==> config.mk <==
export PLATFORM = sky130hd
export DESIGN_NAME = juego_led_juez_flat
export DESIGN_NICKNAME = d
export VERILOG_FILES = /design/src/rtl/juego_led_juez_if.sv /design/src/rtl/juego_led_juez.sv /design/src/flat_wrapper.sv
export SDC_FILE = /design/constraint.sdc
export NUM_CORES = 1
export LEC_CHECK = 0
export CORE_UTILIZATION = 45
export CTS_CLUSTER_SIZE = 16
export DETAILED_ROUTE_END_ITERATION = 8
export PLACE_DENSITY = 0.66
export SKIP_CTS_REPAIR_TIMING = 1
export SLEW_MARGIN = 10
export SYNTH_ARGS = -nofsm -noshare
export SYNTH_HDL_FRONTEND = slang
export SYNTH_SLANG_ARGS = --single-unit
==> constraint.sdc <==
create_clock -name clock1k -period 3.58 [get_ports clock1k]
set_input_delay 0.716 -clock clock1k [delete_from_list [all_inputs] [get_ports clock1k]]
set_output_delay 0.716 -clock clock1k [all_outputs]
set_load 0.005 [all_outputs]
==> src/rtl/juego_led_juez_if.sv <==
// rtl/juego_led_juez_if.sv - button, winner flag and LED/strobe bundle of the judge stage
interface juego_led_juez_if #(
  parameter int N_LED = 8
);
  logic             boton;
  logic             GanadorTT;
  logic [N_LED-1:0] leds;
  logic             Modo;
  logic             Modificar;

  modport master (
    output boton,
    output GanadorTT,
    input  leds,
    input  Modo,
    input  Modificar
  );

  modport slave (
    input  boton,
    input  GanadorTT,
    output leds,
    output Modo,
    output Modificar
  );
endinterface

==> src/rtl/juego_led_juez.sv <==
// rtl/juego_led_juez.sv - LED chaser, button debouncer and hit/miss judge for the reaction game
module juego_led_juez #(
  parameter int N_LED     = 8,
  parameter int OBJETIVO  = 3,
  parameter int DEB_CYC   = 20,
  parameter int PASO_INI  = 250,
  parameter int PASO_DEC  = 25,
  parameter int PASO_MIN  = 100,
  parameter int PAUSA_CYC = 500,
  parameter int BLINK_CYC = 250
) (
  input logic           clock1k,
  input logic           reset,
  juego_led_juez_if.slave bus
);

  localparam int PW = (N_LED > 1) ? $clog2(N_LED) : 1;
  localparam int TW = $clog2(PASO_INI + 1);
  localparam int DW = $clog2(DEB_CYC + 1);
  localparam int QW = $clog2(PAUSA_CYC + 1);
  localparam int BW = $clog2(BLINK_CYC + 1);

  localparam logic [PW-1:0] POS_LAST   = PW'(N_LED - 1);
  localparam logic [PW-1:0] POS_OBJ    = PW'(OBJETIVO);
  localparam logic [TW-1:0] PER_INI    = TW'(PASO_INI);
  localparam logic [TW-1:0] PER_DEC    = TW'(PASO_DEC);
  localparam logic [TW-1:0] PER_MIN    = TW'(PASO_MIN);
  localparam logic [DW-1:0] DEB_LAST   = DW'(DEB_CYC - 1);
  localparam logic [QW-1:0] PAUSA_LAST = QW'(PAUSA_CYC - 1);
  localparam logic [BW-1:0] BLINK_LAST = BW'(BLINK_CYC - 1);

  typedef enum logic [1:0] {CORRE, PAUSA, GANO} estado_t;

  logic          sync1, sync2, deb, deb_q, pulso;
  logic [DW-1:0] deb_cnt;

  estado_t       estado, estado_n;
  logic [PW-1:0] pos, pos_n;
  logic [TW-1:0] stepcnt, stepcnt_n;
  logic [TW-1:0] periodo, periodo_n;
  logic [QW-1:0] pcnt, pcnt_n;
  logic [BW-1:0] bcnt, bcnt_n;
  logic          blink, blink_n;
  logic          modo, modo_n;
  logic          modificar, modificar_n;
  logic [N_LED-1:0] leds_r;

  // pulso is registered so the judge sees the press one cycle after deb rises
  always_ff @(posedge clock1k) begin
    if (reset) begin
      sync1   <= 1'b0;
      sync2   <= 1'b0;
      deb     <= 1'b0;
      deb_q   <= 1'b0;
      deb_cnt <= '0;
      pulso   <= 1'b0;
    end else begin
      sync1 <= bus.boton;
      sync2 <= sync1;
      deb_q <= deb;
      pulso <= deb & ~deb_q;
      if (sync2 == deb) begin
        deb_cnt <= '0;
      end else if (deb_cnt == DEB_LAST) begin
        deb     <= sync2;
        deb_cnt <= '0;
      end else begin
        deb_cnt <= deb_cnt + DW'(1);
      end
    end
  end

  always_ff @(posedge clock1k) begin
    if (reset) begin
      estado    <= CORRE;
      pos       <= '0;
      stepcnt   <= '0;
      periodo   <= PER_INI;
      pcnt      <= '0;
      bcnt      <= '0;
      blink     <= 1'b1;
      modo      <= 1'b0;
      modificar <= 1'b0;
    end else begin
      estado    <= estado_n;
      pos       <= pos_n;
      stepcnt   <= stepcnt_n;
      periodo   <= periodo_n;
      pcnt      <= pcnt_n;
      bcnt      <= bcnt_n;
      blink     <= blink_n;
      modo      <= modo_n;
      modificar <= modificar_n;
    end
  end

  always_comb begin
    estado_n    = estado;
    pos_n       = pos;
    stepcnt_n   = stepcnt;
    periodo_n   = periodo;
    pcnt_n      = pcnt;
    bcnt_n      = bcnt;
    blink_n     = blink;
    modo_n      = modo;
    modificar_n = 1'b0;
    case (estado)
      CORRE: begin
        // a press wins over a step boundary, so the frozen LED is the judged one
        if (pulso) begin
          modificar_n = 1'b1;
          modo_n      = (pos == POS_OBJ);
          pcnt_n      = '0;
          estado_n    = PAUSA;
          if (pos == POS_OBJ) begin
            if (periodo >= PER_MIN && (periodo - PER_MIN) >= PER_DEC)
              periodo_n = periodo - PER_DEC;
            else
              periodo_n = PER_MIN;
          end
        end else if (stepcnt == periodo - TW'(1)) begin
          stepcnt_n = '0;
          pos_n     = (pos == POS_LAST) ? '0 : pos + PW'(1);
        end else begin
          stepcnt_n = stepcnt + TW'(1);
        end
      end
      PAUSA: begin
        if (pcnt == PAUSA_LAST) begin
          estado_n  = CORRE;
          pos_n     = '0;
          stepcnt_n = '0;
        end else begin
          pcnt_n = pcnt + QW'(1);
        end
      end
      GANO: begin
        if (bcnt == BLINK_LAST) begin
          bcnt_n  = '0;
          blink_n = ~blink;
        end else begin
          bcnt_n = bcnt + BW'(1);
        end
      end
      default: estado_n = CORRE;
    endcase
    // winner overrides the next state but leaves a same-cycle strobe intact
    if (bus.GanadorTT && estado != GANO) begin
      estado_n = GANO;
      bcnt_n   = '0;
      blink_n  = 1'b1;
    end
  end

  always_comb begin
    leds_r = '0;
    if (estado == GANO)
      leds_r = {N_LED{blink}};
    else
      leds_r[pos] = 1'b1;
  end

  assign bus.leds      = leds_r;
  assign bus.Modo      = modo;
  assign bus.Modificar = modificar;

endmodule
==> src/flat_wrapper.sv <==
// flat-port wrapper written by rule: the top's interface ports become plain ports
module juego_led_juez_flat 
#(
  parameter int N_LED     = 8,
  parameter int OBJETIVO  = 3,
  parameter int DEB_CYC   = 20,
  parameter int PASO_INI  = 250,
  parameter int PASO_DEC  = 25,
  parameter int PASO_MIN  = 100,
  parameter int PAUSA_CYC = 500,
  parameter int BLINK_CYC = 250
)
  (clock1k, reset, bus_boton, bus_GanadorTT, bus_leds, bus_Modo, bus_Modificar);
  juego_led_juez_if #(.N_LED(N_LED)) bus_i ();
  input logic clock1k;
  input logic reset;
  input wire logic [$bits(bus_i.boton)-1:0] bus_boton;
  input wire logic [$bits(bus_i.GanadorTT)-1:0] bus_GanadorTT;
  output wire logic [$bits(bus_i.leds)-1:0] bus_leds;
  output wire logic [$bits(bus_i.Modo)-1:0] bus_Modo;
  output wire logic [$bits(bus_i.Modificar)-1:0] bus_Modificar;
  assign bus_i.boton = bus_boton;
  assign bus_i.GanadorTT = bus_GanadorTT;
  assign bus_leds = bus_i.leds;
  assign bus_Modo = bus_i.Modo;
  assign bus_Modificar = bus_i.Modificar;
  juego_led_juez #(.N_LED(N_LED), .OBJETIVO(OBJETIVO), .DEB_CYC(DEB_CYC), .PASO_INI(PASO_INI), .PASO_DEC(PASO_DEC), .PASO_MIN(PASO_MIN), .PAUSA_CYC(PAUSA_CYC), .BLINK_CYC(BLINK_CYC)) u_core (.clock1k(clock1k), .reset(reset), .bus(bus_i));
endmodule
==> results.md <==
- Met1 GRT Util: 0.238
- Status: finished clean
- Final hold vios: 0
- CTS clk-pin slew, worst paths: 0.11 ns
- Layout fillers: 549
- Fin nets: 346
- Initial core utilization: 0.476
- IO Count: 14
- Drc violations: 0
- WL/cell: 13.0 um
- Vias: 2160
- CP max FO: 8
- 1st-iter DRT viols: 100
- Synth warn: 0
- Antenna violations before repair: 0
- CTS tree: yes
- CP required: 2.86 ns
- Ratio of cells with drive above 1 in the final layout: 0.0663
- Layer carrying the most global-route usage: met2
- CTS root buf: clkbuf_8
- Clock Latency Late Sink: 0.32 ns
- Register area: 0.00102 mm2
- Worst relative slew slack: 0.526
- CTS Buf Count: 5
- Worst EP arrival: 1.87 ns
- Area Growth Syn to Fin: 12.8%
- Detail Route Antenna Nets: 0
- Std-Cell Rows: 27
- Slowest-stage cell, CP: clkdlybuf4s50_1
- WL final: 5.26 mm
- Clk sinks: 51
- Startpoint types: flop
- Period utilization: 0.723
- Flop and latch count out of synthesis: 51
- Post-Route Setup TNS: 0 ns
- Final GP Congestion: 0.858
- Max-Cap Viols: 0
- Final HPWL DP: 3.69 mm
- DRT Pass-1 Iters: 4
- Top cells by area, synth: dfxtp_1, nor2_1, xor2_1, ha_1, nand2_1
- Final core utilization: 0.537
- Tmin final: 2.59 ns
- VDD IR max: 0.000231 V
- Post-synth ARST share: 0
- Syn_nets: 333
- Post-synth top cells: dfxtp_1, nor2_1, nand2_1, xor2_1, nand2b_1
- First-pass GRT wire length: 9.11 mm
- Synth Area per Inst: 8.39 um2
- Die H: 79.0 um
- Port Buffers: 13
- Share of the synthesized area in the top cell type: 0.383
- Cell chain of the critical path: nand2b_1 > nand2_1 > o31ai_1 > clkdlybuf4s50_1
- CP peak stage delay: 0.54 ns
- Synth area leader: dfxtp_1
- Overflow left after global routing: 0
- Unrepaired setup endpoints after global routing: no
- Die area: 0.00624 mm2
- CP endpoint kind: output pin
- Power Dens Cells: 378 mW/mm2
- Leakage: 0.00105 uW
- Met3 Use GR: 0.0414
- Post-Syn Instances: 318
- GR Util All Layers: 0.185
- Register area share after synthesis: 0.383
- Setup CP Type: flop to output pin
- Fin. max-slew vios: 0
- Vias per inst: 5.35
- Min setup slack post-route: 0.993 ns
- CORE AREA: 0.00561 mm2
- Clock skew: 0.0163 ns
- Fmax: 386 MHz
- Reg2reg setup slack: 1.01 ns
- Synthesized area: 0.00267 mm2
- Finish-stage setup viols: 0
- Die width: 79.0 um
- Largest net degree at the start of global routing: 20
- Multi-input logic area: 0.00159 mm2
- Hold Path Class: flop to flop
- Met2 usage: 0.299
- Top_reg_cell synth: dfxtp_1
- Clk buf depth: 2
- Post-synth EDFFs: 0
- H-tree levels: 2
- Worst Tran Pin Value: 0.706 ns
- Vias in the first global route: 2030
- Cell with the most instances after synthesis: dfxtp_1
- # diodes: 0
- Cell variety after synth: 49
- Setup slack at placement: 1.04 ns
[kinds of logic (layout without fill, tap and decap cells)]
| kind of cell | after synthesis | after routing | share of synthesized area |
|---|---|---|---|
| flops | 51 | 51 | 0.383 |
| buf+inv | 15 | 29 | 0.0216 |
| xor+xnor | 29 | 29 | 0.0980 |
| mux | 4 | 4 | 0.0155 |
| simple gates | 154 | 154 | 0.291 |
| fa+ha+maj | 11 | 11 | 0.0516 |
| compound gates | 54 | 54 | 0.140 |
[cells in the final DEF (no fill, tap or decap), types with 11 or more instances in the layout]
| master | count |
|---|---|
| dfxtp_1 | 51 |
| nor2_1 | 49 |
| nand2_1 | 30 |
| xor2_1 | 17 |
| nand2b_1 | 15 |
| o21ai_0 | 13 |
| a21oi_1 | 13 |
| clkdlybuf4s50_1 | 13 |
| nand3_1 | 11 |
| xnor2_1 | 11 |
| ha_1 | 11 |
[worst paths after layout]
| kind | startpoint | to | depth (start not counted) |
|---|---|---|---|
| min reg2reg | u_core.deb_q | u_core.pulso | 1 |
| max reg2reg | u_core.periodo[0] | u_core.pos[2] | 8 |
| max | u_core.estado[0] | bus_leds[0] | 4 |
| min | u_core.deb_q | u_core.pulso | 1 |
[area by class of cell]
type / count / share of cell area
Sequential cell: 51 / 0.339
Clock buffer: 5 / 0.0229
Tap cell: 72 / 0.0299
Clock inverter: 3 / 0.0225
Inverter: 5 / 0.00624
Timing Repair Buffer: 16 / 0.0507
Multi-Input combinational cell: 252 / 0.528
[sequential cells by signal, summed over array words and instances, names as in the netlist]
signal                count
u_core.deb_q              1
u_core.stepcnt            8
u_core.blink              1
u_core.bus.Modificar      1
u_core.periodo            8
u_core.pulso              1
u_core.deb_cnt            5
u_core.estado             2
u_core.sync2              1
u_core.bcnt               8
u_core.pos                3
u_core.bus.Modo           1
u_core.pcnt               9
u_core.deb                1
u_core.sync1              1
[critical path: cells and delay by family, from the launching register on]
kind,cells,cell delay (ns)
buffers and inverters,1,0.54
DFF,1,0.45
and+or+nand+nor,2,0.34
AOI/OAI and AO/OA,1,0.23
[stage by stage]
stage,cells,hold WS [ns],cell area [um2],total power [uW]
after floorplan,318,0.367,2670,642
after global placement,396,0.370,2870,672
after detailed placement,396,0.377,2870,672
after CTS,404,0.383,3010,1150
after global routing,404,0.384,3010,1180
final,404,0.379,3010,1140
[layer usage]
metal  routed length [um]  part of all wire
met2                 2280              0.43
met5                    0                 0
met1                 2720              0.52
met3                  160             0.030
met4                   91             0.017
[report_power, final]
group	switching (uW)	total, uW	internal [uW]	leakage [uW]
Clock	200	479	279	0.0000644
Combinational	40.3	74.9	34.6	0.000568
Sequential	10.4	585	575	0.000413
Total	251	1140	888	0.00105
Note: power is estimated with default switching activity, not from simulation.
